File: config.mk
export PLATFORM = sky130hd
export DESIGN_NAME = mips_div_iter
export DESIGN_NICKNAME = d
export VERILOG_FILES = /design/src/rtl/mips_div_iter_pkg.sv /design/src/rtl/mips_div_iter_step.sv /design/src/rtl/mips_div_iter.sv
export SDC_FILE = /design/constraint.sdc
export NUM_CORES = 1
export LEC_CHECK = 0
export ABC_AREA = 1
export BUFFER_PORTS_ARGS = -buffer_cell sky130_fd_sc_hd__buf_2
export CAP_MARGIN = 20
export CORE_UTILIZATION = 55
export CTS_BUF_LIST = sky130_fd_sc_hd__clkbuf_8
export CTS_CLUSTER_DIAMETER = 200
export DETAILED_ROUTE_END_ITERATION = 7
export GPL_TIMING_DRIVEN = 0
export PLACE_DENSITY_LB_ADDON = 0.25
export SLEW_MARGIN = 20
export SYNTH_ARGS = -nofsm -noshare
export SYNTH_HDL_FRONTEND = slang
export SYNTH_SLANG_ARGS = --single-unit
File: constraint.sdc
create_clock -name clk -period 8.7 [get_ports clk]
set_clock_uncertainty 0.05 [all_clocks]
set_input_delay 2.175 -clock clk [delete_from_list [all_inputs] [get_ports clk]]
set_output_delay 2.175 -clock clk [all_outputs]
set_load 0.1 [all_outputs]
File: src/rtl/mips_div_iter_pkg.sv
// ---------------------------------------------------------------------------
// mips_div_iter_pkg
//   Shared definitions for the iterative DIV/DIVU unit: FSM state codes and
//   the nominal handshake latencies seen by the EXE stage.
// ---------------------------------------------------------------------------
package mips_div_iter_pkg;

  // 2-bit state encoding of the divider FSM.
  typedef enum logic [1:0] {
    DIV_IDLE = 2'b00,
    DIV_ZERO = 2'b01,
    DIV_ON   = 2'b10,
    DIV_END  = 2'b11
  } div_state_e;

  // Cycles from the first start cycle in IDLE to ready for a 32-bit divide.
  localparam int DIV_LAT      = 33;
  // Same measure for a divide-by-zero request.
  localparam int DIV_ZERO_LAT = 2;

endpackage

File: src/rtl/mips_div_iter_step.sv
// ---------------------------------------------------------------------------
// div_step
//   One restoring-division iteration, purely combinational.
//   Shifts {rem_in, quo_in} left by one bit, then trial-subtracts the
//   divisor from the widened partial remainder; on success the remainder is
//   replaced by the difference and a 1 enters the quotient LSB.
// Ports
//   rem_in   in  DATA_W  partial remainder before this iteration
//   quo_in   in  DATA_W  dividend bits still to consume / quotient so far
//   divisor  in  DATA_W  divisor magnitude (non-zero)
//   rem_out  out DATA_W  partial remainder after this iteration
//   quo_out  out DATA_W  shifted quotient with the new bit in the LSB
// ---------------------------------------------------------------------------
module div_step #(
  parameter int DATA_W = 32
) (
  input  logic [DATA_W-1:0] rem_in,
  input  logic [DATA_W-1:0] quo_in,
  input  logic [DATA_W-1:0] divisor,
  output logic [DATA_W-1:0] rem_out,
  output logic [DATA_W-1:0] quo_out
);

  // rem_in < divisor <= 2^DATA_W-1, so 2*rem_in+1 needs one extra bit.
  logic [DATA_W:0] rem_shift;
  logic [DATA_W:0] diff;
  logic            fits;
  logic            unused_diff_msb;

  always_comb begin
    rem_shift = {rem_in, quo_in[DATA_W-1]};
    diff      = rem_shift - {1'b0, divisor};
    fits      = (rem_shift >= {1'b0, divisor});
    if (fits) begin
      rem_out = diff[DATA_W-1:0];
      quo_out = {quo_in[DATA_W-2:0], 1'b1};
    end else begin
      rem_out = rem_shift[DATA_W-1:0];
      quo_out = {quo_in[DATA_W-2:0], 1'b0};
    end
  end

  // When the subtraction is taken the difference is below the divisor, so
  // its top bit is always zero and is deliberately dropped.
  assign unused_diff_msb = diff[DATA_W];

endmodule

File: src/rtl/mips_div_iter.sv
// ---------------------------------------------------------------------------
// mips_div_iter
//   Iterative restoring divider for DIV/DIVU, responder side of the EXE
//   start/ready handshake. One quotient bit per cycle on operand magnitudes,
//   signs applied when the result is registered.
// Ports
//   clk           in   1         clock, rising edge
//   reset         in   1         asynchronous active-high reset
//   signed_div_i  in   1         1 = DIV (two's complement), 0 = DIVU
//   opdata1_i     in   DATA_W    dividend, sampled with start_i in IDLE
//   opdata2_i     in   DATA_W    divisor, sampled with start_i in IDLE
//   start_i       in   1         request, held until ready_o is seen
//   annul_i       in   1         abort the operation in flight
//   result_o      out  2*DATA_W  {remainder, quotient}, valid with ready_o
//   ready_o       out  1         result valid (END state)
// ---------------------------------------------------------------------------
module mips_div_iter
  import mips_div_iter_pkg::*;
#(
  parameter int DATA_W = 32
) (
  input  logic                  clk,
  input  logic                  reset,
  input  logic                  signed_div_i,
  input  logic [DATA_W-1:0]     opdata1_i,
  input  logic [DATA_W-1:0]     opdata2_i,
  input  logic                  start_i,
  input  logic                  annul_i,
  output logic [2*DATA_W-1:0]   result_o,
  output logic                  ready_o
);

  localparam int                CNT_W    = $clog2(DATA_W);
  localparam logic [CNT_W-1:0]  CNT_LAST = CNT_W'(DATA_W - 1);
  localparam logic [CNT_W-1:0]  CNT_ONE  = CNT_W'(1);
  localparam logic [DATA_W-1:0] ONE      = {{(DATA_W-1){1'b0}}, 1'b1};

  // Two's complement negation when en is set; also used as |x| on entry.
  function automatic logic [DATA_W-1:0] neg_if(input logic [DATA_W-1:0] v,
                                               input logic              en);
    return en ? (~v + ONE) : v;
  endfunction

  div_state_e        state;
  logic [CNT_W-1:0]  cnt;
  logic [DATA_W-1:0] rem_q;
  logic [DATA_W-1:0] quo_q;
  logic [DATA_W-1:0] divisor_q;
  logic [DATA_W-1:0] dividend_q;
  logic              neg_quo_q;
  logic              neg_rem_q;

  logic              op1_neg;
  logic              op2_neg;
  logic [DATA_W-1:0] rem_nxt;
  logic [DATA_W-1:0] quo_nxt;

  assign op1_neg = signed_div_i & opdata1_i[DATA_W-1];
  assign op2_neg = signed_div_i & opdata2_i[DATA_W-1];

  div_step #(
    .DATA_W (DATA_W)
  ) u_step (
    .rem_in  (rem_q),
    .quo_in  (quo_q),
    .divisor (divisor_q),
    .rem_out (rem_nxt),
    .quo_out (quo_nxt)
  );

  always_ff @(posedge clk or posedge reset) begin
    if (reset) begin
      state      <= DIV_IDLE;
      cnt        <= '0;
      rem_q      <= '0;
      quo_q      <= '0;
      divisor_q  <= '0;
      dividend_q <= '0;
      neg_quo_q  <= 1'b0;
      neg_rem_q  <= 1'b0;
      result_o   <= '0;
      ready_o    <= 1'b0;
    end else begin
      case (state)
        // ---- accept: latch magnitudes and sign decisions -------------------
        DIV_IDLE: begin
          if (start_i && !annul_i) begin
            dividend_q <= opdata1_i;
            rem_q      <= '0;
            quo_q      <= neg_if(opdata1_i, op1_neg);
            divisor_q  <= neg_if(opdata2_i, op2_neg);
            // Quotient sign follows both operands, remainder sign the dividend.
            neg_quo_q  <= op1_neg ^ op2_neg;
            neg_rem_q  <= op1_neg;
            cnt        <= '0;
            state      <= (opdata2_i == '0) ? DIV_ZERO : DIV_ON;
          end
        end

        // ---- divide by zero: fixed result after one cycle ------------------
        DIV_ZERO: begin
          if (annul_i) begin
            state <= DIV_IDLE;
          end else begin
            result_o <= {dividend_q, {DATA_W{1'b1}}};
            ready_o  <= 1'b1;
            state    <= DIV_END;
          end
        end

        // ---- iterate: one restoring step per cycle -------------------------
        DIV_ON: begin
          if (annul_i) begin
            state <= DIV_IDLE;
          end else begin
            rem_q <= rem_nxt;
            quo_q <= quo_nxt;
            if (cnt == CNT_LAST) begin
              // Final step result goes straight through the sign fix-up.
              result_o <= {neg_if(rem_nxt, neg_rem_q), neg_if(quo_nxt, neg_quo_q)};
              ready_o  <= 1'b1;
              state    <= DIV_END;
            end else begin
              cnt <= cnt + CNT_ONE;
            end
          end
        end

        // ---- present result until the initiator releases start -------------
        DIV_END: begin
          if (annul_i || !start_i) begin
            ready_o <= 1'b0;
            state   <= DIV_IDLE;
          end
        end

        default: begin
          ready_o <= 1'b0;
          state   <= DIV_IDLE;
        end
      endcase
    end
  end

endmodule

==> metrics, run 1 <==
Yosys Warn Count=0; largest net degree at the start of global routing=105; via count=15687; Fmax=0.212 GHz; Clock Tree Buf Depth=3; # hold bufs at CTS=0; most frequent cell after synthesis=nand2_1; R2R Path End=result_o[26]$_DFFE_PP0P_; Mapped Cells=2224; met3 WL=4700 um; Worst Tran Pin Value=820 ps; M1 wire length=21800 um; HP Start=result_o[54]$_DFFE_PP0P_; share of the synthesized area in the top cell type=34.4%; post-cts sizing count=0; Worst Hold Path Cells=2; Setup Viol. Count Final=0; CP most frequent cell=nand2_1; Slew HR=45.1%; slowest stage delay, CP=370 ps; R2R Path Start=divisor_q[7]$_DFFE_PP0P_; vias in the first global route=14772; ANT cells=0; failing checks=DRC; CP endpoint kind=flop; Netlist Area Pre-Place=14700 sq um; core area=26100 sq um; Die Wd=166 um; HPWL Detailed=40600 um; row cnt=59; design area=16600 sq um; Avg Inst Size Synth=6.62 sq um; initial antenna violation count=1; Post-Syn Nets=2336; Post-DRT Antenna Nets=0; # Post-CTS Setup Buffers=0; top_reg_cell synth=dfrtp_1; DR WL met2=22400 um; Hold Crit Class=flop to flop; worst-skew pair later-pin latency=550 ps; Post-synth EDFFs=0; top cells by count, synth=682 x nand2_1, 307 x inv_1, 202 x dfrtp_1; Highest Signal Layer=met4; CTS Sinks=202; status=finished with violations; Min-Delay Endpoint=result_o[54]$_DFFE_PP0P_; critical path class=flop to flop; Synth area leaders=dfrtp_1 34%, nand2_1 17%, inv_1 7.8%; CTS tree=built; Worst-path clk slew=60 ps; FF-to-FF setup slack=3970 ps; Max-cap violations=0; number of cells on the worst reg-to-reg path=28; GPL Wtd Cong=1.01; WL/cell=18.5 um; vias per cell=5.68; Final period util=54.3%; Final nets=2512; shortest period the worst path allows=4730 ps; Max Transition Viols Final=0; slowest CP cell=dfrtp_1; IO Pins=134; number of synthesized register bits=202; Synth cell types=54; RSZ-0062 raised after global routing=no; die area=27400 sq um; first-pass GRT wire length=79500 um; WP data required=9060 ps; Clock Tree Root=clkbuf_8; sequential area share after synthesis=34.4%; Fin. Hold Viols=0; Max Fanout on Critical Path=10; DRC=2; chip height=166 um; grt total ovfl=0; Startpoint Class=flop; htree depth=2; first drt pass iteration count=8; ys async rst share=100%; Worst EP arrival=5090 ps; starting density of the core=56.3%; layout cells sized above 1=12.8%; Area Overhead vs Synth=12.8%; port buffer count=133; Synth area leader=dfrtp_1; total wire length=51100 um; number of buffers created by CTS=38; DRT iter0 DRCs=1664; GR Util All Layers=38.3%; Post-DP Area=15800 sq um
## sequential cells by signal, indices dropped and copies added, names as in the netlist, 2 cells and up
register	flops
cnt	5
dividend_q	32
divisor_q	32
quo_q	32
rem_q	32
result_o	64
state	2
## worst max-delay path, delay by kind of cell (launching register included)
family / cells / cell delay, ps
adders and majority gates: 2 / 560
DFF: 1 / 370
and+or+nand+nor: 16 / 2180
AOI/OAI and AO/OA: 4 / 660
buffers and inverters: 6 / 730
## layout by cell type (no fill, tap or decap), types with 5 or more instances in the layout
| cell type | count |
|---|---|
| nand3_2 | 5 |
| nand3b_1 | 8 |
| nor3_1 | 19 |
| o22a_1 | 12 |
| ha_1 | 42 |
| o22ai_1 | 12 |
| xnor2_1 | 7 |
| o21ai_1 | 17 |
| inv_2 | 26 |
| clkinv_2 | 10 |
| o21ai_0 | 157 |
| o21ai_2 | 7 |
| dfrtp_1 | 202 |
| nand2_1 | 682 |
| o21a_1 | 10 |
| clkbuf_1 | 52 |
| nand3_1 | 150 |
| clkbuf_8 | 46 |
| xor2_1 | 47 |
| buf_2 | 142 |
| nand2_4 | 5 |
| and2_1 | 7 |
| nor2_2 | 11 |
| nor2_1 | 185 |
| nand2_2 | 28 |
| a21oi_1 | 105 |
| inv_1 | 313 |
| o221ai_1 | 18 |
| buf_1 | 8 |
| nand4_1 | 22 |
| o31ai_1 | 12 |
| o211ai_1 | 6 |
## layer usage
metal | vias to the layer above | global-route usage, %
met5 | - | 0
met4 | 0 | 16.9
met3 | 144 | 6.34
met2 | 794 | 59.5
met1 | 7300 | 52.4
li1 | 7449 | -
## how the worst max path moves through the flow
stage	start	to	slack [ps]	cells after the start
after floorplan	reset	cnt[0]$_DFFE_PP0P_	960	1
after global placement	reset	result_o[54]$_DFFE_PP0P_	-1250	2
after detailed placement	annul_i	quo_q[5]$_DFFE_PP0P_	3270	12
after CTS	annul_i	quo_q[5]$_DFFE_PP0P_	3810	12
after global routing	divisor_q[26]$_DFFE_PP0P_	result_o[28]$_DFFE_PP0P_	3610	27
final	divisor_q[7]$_DFFE_PP0P_	result_o[26]$_DFFE_PP0P_	3970	28
## metrics by stage
| stage | setup slack (ps) | hold WS (ps) | setup TNS (ps) | std cells | utilization (%) |
|---|---|---|---|---|---|
| finish | 3970 | 421 | 0 | 2762 | 63.5 |
| detailed placement | 3270 | 410 | 0 | 2694 | 60.6 |
| global route | 3610 | 449 | 0 | 2762 | 63.5 |
| global placement | -1250 | 410 | -246060 | 2692 | 60.5 |
| CTS | 3810 | 427 | 0 | 2761 | 63.5 |
| floorplan | 964 | 403 | 0 | 2224 | - |
## area by class of cell
cell class                      count  area, sq um
Sequential cell                   202         5050
Multi-Input combinational cell   1610         8050
Buffer                             75          340
Timing Repair Buffer              136          706
Tap cell                          335          419
Clock inverter                     21          111
Clock buffer                       46          633
Inverter                          337         1270
Fill cell                        2457         9540
## kinds of logic after synthesis
| group | count (synthesis) | synth area share, % |
|---|---|---|
| xor+xnor | 54 | 3.21 |
| simple gates | 1142 | 33.3 |
| compound gates | 371 | 14.5 |
| flops | 202 | 34.4 |
| fa+ha+maj | 43 | 3.71 |
| buf+inv | 412 | 10.9 |
Power of run 1 is left out: the tool's default activity adds up to more than one toggle a clock period on the data nets, which glitch-free logic cannot reach.
==> run 2, diff against run 1 <==
--- a/config.mk
+++ b/config.mk
@@ -5,7 +5,7 @@
 export SDC_FILE = /design/constraint.sdc
 export NUM_CORES = 1
 export LEC_CHECK = 0
-export ABC_AREA = 1
+export ABC_AREA = 0
 export BUFFER_PORTS_ARGS = -buffer_cell sky130_fd_sc_hd__buf_2
 export CAP_MARGIN = 20
 export CORE_UTILIZATION = 55
==> constraint.sdc (replaced) <==
create_clock -name clk -period 4.53 [get_ports clk]
set_clock_uncertainty 0.05 [all_clocks]
set_input_delay 1.1325 -clock clk [delete_from_list [all_inputs] [get_ports clk]]
set_output_delay 1.1325 -clock clk [all_outputs]
set_load 0.1 [all_outputs]
==> run 2 against run 1 <==
Compared with the run above:
- the flow finishes with violations (setup timing)
- sequential share of layout area fell by 0.057 points
- via count decreased by 13%
- non-clock buffer count increased by 60
- clock-buffer cell count increased by 2
- critical path depth is 6 lower
- first-iteration DRC count shrank 14%
- core utilization grew 4.7 points
- global-route usage is 2.6 points lower
- cell count shrank 20%
- register-to-register slack got worse by 4800 ps
==> metrics, run 2 <==
chip height=160 um (was 166 um); Hold Crit Class=flop to flop (unchanged); HP Start=result_o[39]$_DFFE_PP0P_ (was result_o[54]$_DFFE_PP0P_); Max Fanout on Critical Path=4 (was 10); status=finished with violations (unchanged); max reg flops=64 (unchanged); GPL Wtd Cong=0.951 (was 1.01); Area Overhead vs Synth=20.8% (was 12.8%); ys async rst share=100% (unchanged); Clock Tree Buf Depth=3 (unchanged); sequential area share after synthesis=36.6% (was 34.4%); Startpoint Class=flop (unchanged); Worst Hold Path Cells=2 (unchanged); Mapped Cells=1639 (was 2224); Layout Utilization=68.2% (was 63.5%); Fmax=0.187 GHz (was 0.212 GHz); IO Pins=134 (unchanged); worst-skew pair later-pin latency=550 ps (about the same); met2 usage=54.5% (was 59.5%); Synth cell types=82 (was 54); Final period util=118% (was 54.3%); top cells by count, synth=221 x nand2_1, 202 x dfrtp_1, 172 x o21ai_0 (was 682 x nand2_1, 307 x inv_1, 202 x dfrtp_1); first drt pass iteration count=5 (was 8); Min-Delay Endpoint=result_o[39]$_DFFE_PP0P_ (was result_o[54]$_DFFE_PP0P_); CP endpoint kind=flop (unchanged); slowest stage delay, CP=550 ps (was 370 ps); Worst-path clk slew=70 ps (was 60 ps); shortest period the worst path allows=5340 ps (was 4730 ps); grt total ovfl=0 (unchanged); commonest non-fill, non-tap cell in the layout=nand2_1 (unchanged); Die Wd=160 um (was 166 um); ANT cells=0 (unchanged); DRC=0 (was 2); Fin. Hold Viols=0 (unchanged); die area=25700 sq um (was 27400 sq um); Setup TNS=-5830 ps (was 0 ps); total wire length=46200 um (was 51100 um); Max Transition Viols Final=0 (unchanged); number of buffers created by CTS=37 (was 38); # fillers=2055 (was 2457); htree depth=2 (unchanged); most frequent cells in the layout=220 x nand2_1, 187 x dfrtp_1, 160 x o21ai_0, 136 x buf_2, 118 x a21oi_1 (was 682 x nand2_1, 313 x inv_1, 202 x dfrtp_1, 185 x nor2_1, 157 x o21ai_0); Clock Tree Root=clkbuf_8 (unchanged); initial antenna violation count=0 (was 1); first-pass GRT wire length=71600 um (was 79500 um); HPWL Detailed=34900 um (was 40600 um); core area=24500 sq um (was 26100 sq um); Synth area leaders=dfrtp_1 37%, o21ai_0 6.2%, nand2_1 6.0% (was dfrtp_1 34%, nand2_1 17%, inv_1 7.8%); DRT iter0 DRCs=1426 (was 1664); GR Util All Layers=35.7% (was 38.3%); starting density of the core=56.4% (was 56.3%); most frequent cell after synthesis=nand2_1 (unchanged); critical path class=flop to flop (unchanged); share of the synthesized area in the top cell type=36.6% (was 34.4%); number of cells on the worst reg-to-reg path=22 (was 28); largest net degree at the start of global routing=32 (was 105); met3 Use GR=6.30% (was 6.34%); RSZ-0062 raised after global routing=yes (was no); Final nets=1963 (was 2512); Netlist Area Pre-Place=13800 sq um (was 14700 sq um); WL/cell=21.0 um (was 18.5 um); port buffer count=133 (unchanged); grt met1 use=50.9% (was 52.4%); Setup Viol. Count Final=11 (was 0); vias per cell=6.24 (was 5.68); crit path cell chain=inv_1, ha_2, and2b_2, o21bai_4, a2111o_1, a311oi_2, or2_1, buf_6, inv_8, buf_12, mux2i_4, ha_4, nand2b_4, or4_4, or4b_4, or3_4, o31a_1, a221oi_2, a41oi_2, xnor2_1, mux2i_1, o21ai_1; layout cells sized above 1=20.8% (was 12.8%); Avg Inst Size Synth=8.42 sq um (was 6.62 sq um); via count=13704 (was 15687); Most flops, register=result_o (unchanged); Worst Tran Pin Value=939 ps (was 820 ps); R2R Path End=result_o[58]$_DFFE_PP0P_ (was result_o[26]$_DFFE_PP0P_); Synth area leader=dfrtp_1 (unchanged); vias in the first global route=13125 (was 14772); row cnt=57 (was 59); top_reg_cell synth=dfrtp_1 (unchanged); Post-synth EDFFs=0 (unchanged); WP data required=4880 ps (was 9060 ps); Post-Syn Nets=1751 (was 2336); Post-DRT Antenna Nets=0 (unchanged); Worst Slack Setup Final=-812 ps (was 3970 ps); Max-cap violations=0 (unchanged); Yosys Warn Count=0 (unchanged); R2R Path Start=quo_q[31]$_DFFE_PP0P_ (was divisor_q[7]$_DFFE_PP0P_); Slew HR=36.8% (was 45.1%); CTS Sinks=202 (unchanged); GRT Max-Usage Layer=met2 (unchanged); failing checks=setup timing (was DRC); Worst EP arrival=5690 ps (was 5090 ps); CTS tree=built (unchanged); number of synthesized register bits=202 (unchanged); slowest CP cell=or4b_4 (was dfrtp_1); FF-to-FF setup slack=-810 ps (was 3970 ps)
## run 2: changes by cell type after synthesis, sizes merged, moves of 19 or more
cell / change
or3: +28
nand3: -137
nand2: -495
mux2: +32
nor2: -87
o22ai: +19
mux2i: +30
a21oi: +21
o22a: +19
xnor2: +73
clkbuf: +24
inv: -279
## run 2: worst max-delay path by stage
stage / from / end / slack, ps / cells after the start
final: quo_q[31]$_DFFE_PP0P_ / result_o[58]$_DFFE_PP0P_ / -810 / 22
after global routing: divisor_q[16]$_DFFE_PP0P_ / result_o[58]$_DFFE_PP0P_ / -990 / 22
after detailed placement: rem_q[25]$_DFFE_PP0P_ / result_o[58]$_DFFE_PP0P_ / -2090 / 23
after global placement: rem_q[25]$_DFFE_PP0P_ / result_o[58]$_DFFE_PP0P_ / -2000 / 23
after CTS: rem_q[2]$_DFFE_PP0P_ / result_o[58]$_DFFE_PP0P_ / -1140 / 24
after floorplan: rem_q[2]$_DFFE_PP0P_ / result_o[58]$_DFFE_PP0P_ / -950 / 25
## run 2: kinds of logic after synthesis
group / synth area share, %
AND/OR/NAND/NOR: 18.5
AO/OA/AOI/OAI: 23.2
flip-flops: 36.6
buffers and inverters: 4.42
XOR/XNOR: 8.56
multiplexers: 4.79
adder cells (fa/ha/maj): 3.95
## run 2: layout make-up
| class | count | area (sq um) | share of cell area, % |
|---|---|---|---|
| Tap cell | 324 | 405 | 2.43 |
| Sequential cell | 202 | 5070 | 30.4 |
| Inverter | 55 | 218 | 1.30 |
| Timing Repair Buffer | 189 | 1220 | 7.33 |
| Clock inverter | 13 | 113 | 0.675 |
| Clock buffer | 48 | 661 | 3.96 |
| Multi-Input combinational cell | 1284 | 8600 | 51.5 |
| Buffer | 82 | 392 | 2.35 |
## run 2: timing repair
action	4_1_cts	5_1_grt
pin swaps	21	25
hold buffers	0	0
setup buffers	31	18
gates resized for setup	65	64
endpoints found under the setup margin	30	23
hold endpoints to repair	0	0
## run 2: metal layers
metal	up-vias	part of all wire, %
li1	6343	-
met1	6653	44
met2	612	44
met3	96	8.3
met4	0	3.1
met5	-	0
## run 2: worst max-delay path, delay by kind of cell (launching register included)
kind            cells  cell delay [ps]
flops               1              460
mux                 2              390
simple gates        6             1780
buf+inv             4              380
xor+xnor            1              180
fa+ha+maj           2              380
compound gates      7             1580
## run 2: through the flow
| step | std cells | cell area, sq um | setup WS, ps | hold slack [ps] |
|---|---|---|---|---|
| finish | 2197 | 16700 | -812 | 429 |
| floorplan | 1639 | 13900 | -952 | 392 |
| global route | 2197 | 16700 | -990 | 445 |
| detailed placement | 2104 | 15100 | -2090 | 419 |
| CTS | 2184 | 16300 | -1140 | 432 |
| global placement | 2096 | 14900 | -2000 | 406 |
Power of run 2 is left out for the same reason.
==> run 3, diff against run 2 <==
--- a/config.mk
+++ b/config.mk
@@ -5,7 +5,7 @@
 export SDC_FILE = /design/constraint.sdc
 export NUM_CORES = 1
 export LEC_CHECK = 0
-export ABC_AREA = 0
+export ABC_AREA = 1
 export BUFFER_PORTS_ARGS = -buffer_cell sky130_fd_sc_hd__buf_2
 export CAP_MARGIN = 20
 export CORE_UTILIZATION = 55
==> constraint.sdc (replaced) <==
create_clock -name clk -period 5.7 [get_ports clk]
set_clock_uncertainty 0.05 [all_clocks]
set_input_delay 1.425 -clock clk [delete_from_list [all_inputs] [get_ports clk]]
set_output_delay 1.425 -clock clk [all_outputs]
set_load 0.1 [all_outputs]
==> run 3 against run 2 <==
Compared with the run above:
- the run ends with DRC left
- maximum frequency increased by 14%
- setup slack improved by 1800 ps
- first-iteration DRC count increased by 11%
- cell count increased by 26%
- die area increased by 6.5%
- sequential share of layout area decreased by 0.26 points
- global-route usage increased by 2.2 points
- critical path type unchanged
==> metrics, run 3 (synthesis gave the netlist of run 1 again) <==
Startpoint Class=flop (unchanged); starting density of the core=56.3% (was 56.4%); status=finished with violations (unchanged); CTS Sinks=202 (unchanged); Max Fanout on Critical Path=10 (was 4); CP endpoint kind=flop (unchanged); worst-skew pair later-pin latency=560 ps (was 550 ps); HP Start=result_o[55]$_DFFE_PP0P_ (was result_o[39]$_DFFE_PP0P_); design area=16800 sq um (was 16700 sq um); CTS tree=built (unchanged); Setup TNS=0 ps (was -5830 ps); RSZ-0062 raised after global routing=no (was yes); largest net degree at the start of global routing=33 (was 32); Worst EP arrival=5090 ps (was 5690 ps); htree depth=2 (unchanged); WP data required=6110 ps (was 4880 ps); chip height=166 um (was 160 um); first drt pass iteration count=8 (was 5); failing checks=DRC (was setup timing); HPWL Detailed=41000 um (was 34900 um); Worst Tran Pin Value=1090 ps (was 939 ps); # Post-CTS Setup Buffers=0 (was 31); via count=15690 (was 13704); R2R Path Start=rem_q[21]$_DFFE_PP0P_ (was quo_q[31]$_DFFE_PP0P_); Clock Tree Root=clkbuf_8 (unchanged); die area=27400 sq um (was 25700 sq um); Max-cap violations=0 (unchanged); DRC=6 (was 0); WL/cell=18.5 um (was 21.0 um); initial antenna violation count=1 (was 0); total wire length=51300 um (was 46200 um); Hold Crit Class=flop to flop (unchanged); FF+latch area=5050 sq um (was 5070 sq um); Most flops, register=result_o (unchanged); shortest period the worst path allows=4670 ps (was 5340 ps); port buffer count=133 (unchanged); critical path class=flop to flop (unchanged); row cnt=59 (was 57); grt total ovfl=0 (unchanged); FF-to-FF setup slack=1030 ps (was -810 ps); IO Pins=134 (unchanged); Fmax=0.214 GHz (was 0.187 GHz); Worst-path clk slew=60 ps (was 70 ps); GPL Wtd Cong=1.01 (was 0.951); Slew HR=26.6% (was 36.8%); Critical Path Source=rem_q[21]$_DFFE_PP0P_ (was quo_q[31]$_DFFE_PP0P_); Area Overhead vs Synth=14.0% (was 20.8%); ANT cells=0 (unchanged); Post-DP Area=16000 sq um (was 15100 sq um); pre-CTS setup slack=1060 ps (was -2090 ps); GR Util All Layers=37.9% (was 35.7%); Setup Viol. Count Final=0 (was 11); post-cts sizing count=0 (was 65); Clock Tree Buf Depth=3 (unchanged); DRT iter0 DRCs=1584 (was 1426); Worst Slack Setup Final=1030 ps (was -812 ps); first-pass GRT wire length=79100 um (was 71600 um); Layout Utilization=64.2% (was 68.2%); vias per cell=5.67 (was 6.24); Max Transition Viols Final=0 (unchanged); number of buffers created by CTS=37 (unchanged); Final period util=82.0% (was 118%); layout cells sized above 1=12.8% (was 20.8%); # fillers=2486 (was 2055); Final nets=2515 (was 1963); commonest non-fill, non-tap cell in the layout=nand2_1 (unchanged); # hold bufs at CTS=0 (unchanged); most frequent cells in the layout=682 x nand2_1, 318 x inv_1, 202 x dfrtp_1, 184 x nor2_1, 157 x o21ai_0 (was 220 x nand2_1, 187 x dfrtp_1, 160 x o21ai_0, 136 x buf_2, 118 x a21oi_1); Fin. Hold Viols=0 (unchanged); core area=26100 sq um (was 24500 sq um); vias in the first global route=14605 (was 13125); Post-DRT Antenna Nets=0 (unchanged); max reg flops=64 (unchanged); multi-input gate area in the final layout=8060 sq um (was 8600 sq um); Die Wd=166 um (was 160 um)
## run 3: final cells by class
| class | instances | share of cell area (%) |
|---|---|---|
| tap | 335 | 2.50 |
| multi-input combinational | 1610 | 48.0 |
| sequential | 202 | 30.1 |
| clock inverter | 19 | 0.873 |
| clock buffer | 48 | 3.94 |
| timing repair buffer | 140 | 4.90 |
| inverter | 337 | 7.57 |
| buffer | 75 | 2.03 |
## run 3: worst paths after layout
check / end / cells past startpoint
max: result_o[28]$_DFFE_PP0P_ / 26
min reg2reg: result_o[55]$_DFFE_PP0P_ / 2
max in group asynchronous: cnt[0]$_DFFE_PP0P_ / 5
min: result_o[55]$_DFFE_PP0P_ / 2
min in group asynchronous: result_o[51]$_DFFE_PP0P_ / 2
max reg2reg: result_o[28]$_DFFE_PP0P_ / 26
## run 3: routing by layer
layer	routed length, um	share of wire [%]	up-vias	GRT usage, %
li1	-	-	7466	-
met1	21800	42	7241	51.7
met2	22400	44	840	58.5
met3	5020	9.8	141	7.52
met4	2100	4.1	2	16.2
met5	10	0.020	-	0
## run 3: critical path: stages, from the launching register on
cell and delay (ps):
dfrtp_1 440, ha_1 420, nand2_1 160, inv_2 50, nand2_2 130, inv_2 40, nand2_1 120, a21oi_4 90
nor2_8 240, nand2_8 100, inv_2 100, buf_2 280, ha_1 240, nand3_1 100, inv_1 80, nand2_1 100
nor2_2 190, nand4_1 220, nor2_1 220, nand2_1 120, nor2_1 190, nand4_1 190, o21ai_2 270, nand2_1 100
o21ai_0 150, a21oi_1 60, a21oi_1 110
## run 3: metrics by stage
step                      hold WS [ps]  cells
after global routing               445   2766
after detailed placement           411   2699
final                              423   2766
after floorplan                    403   2224
after CTS                          428   2766
after global placement             409   2692
Power of run 3 is left out for the same reason.
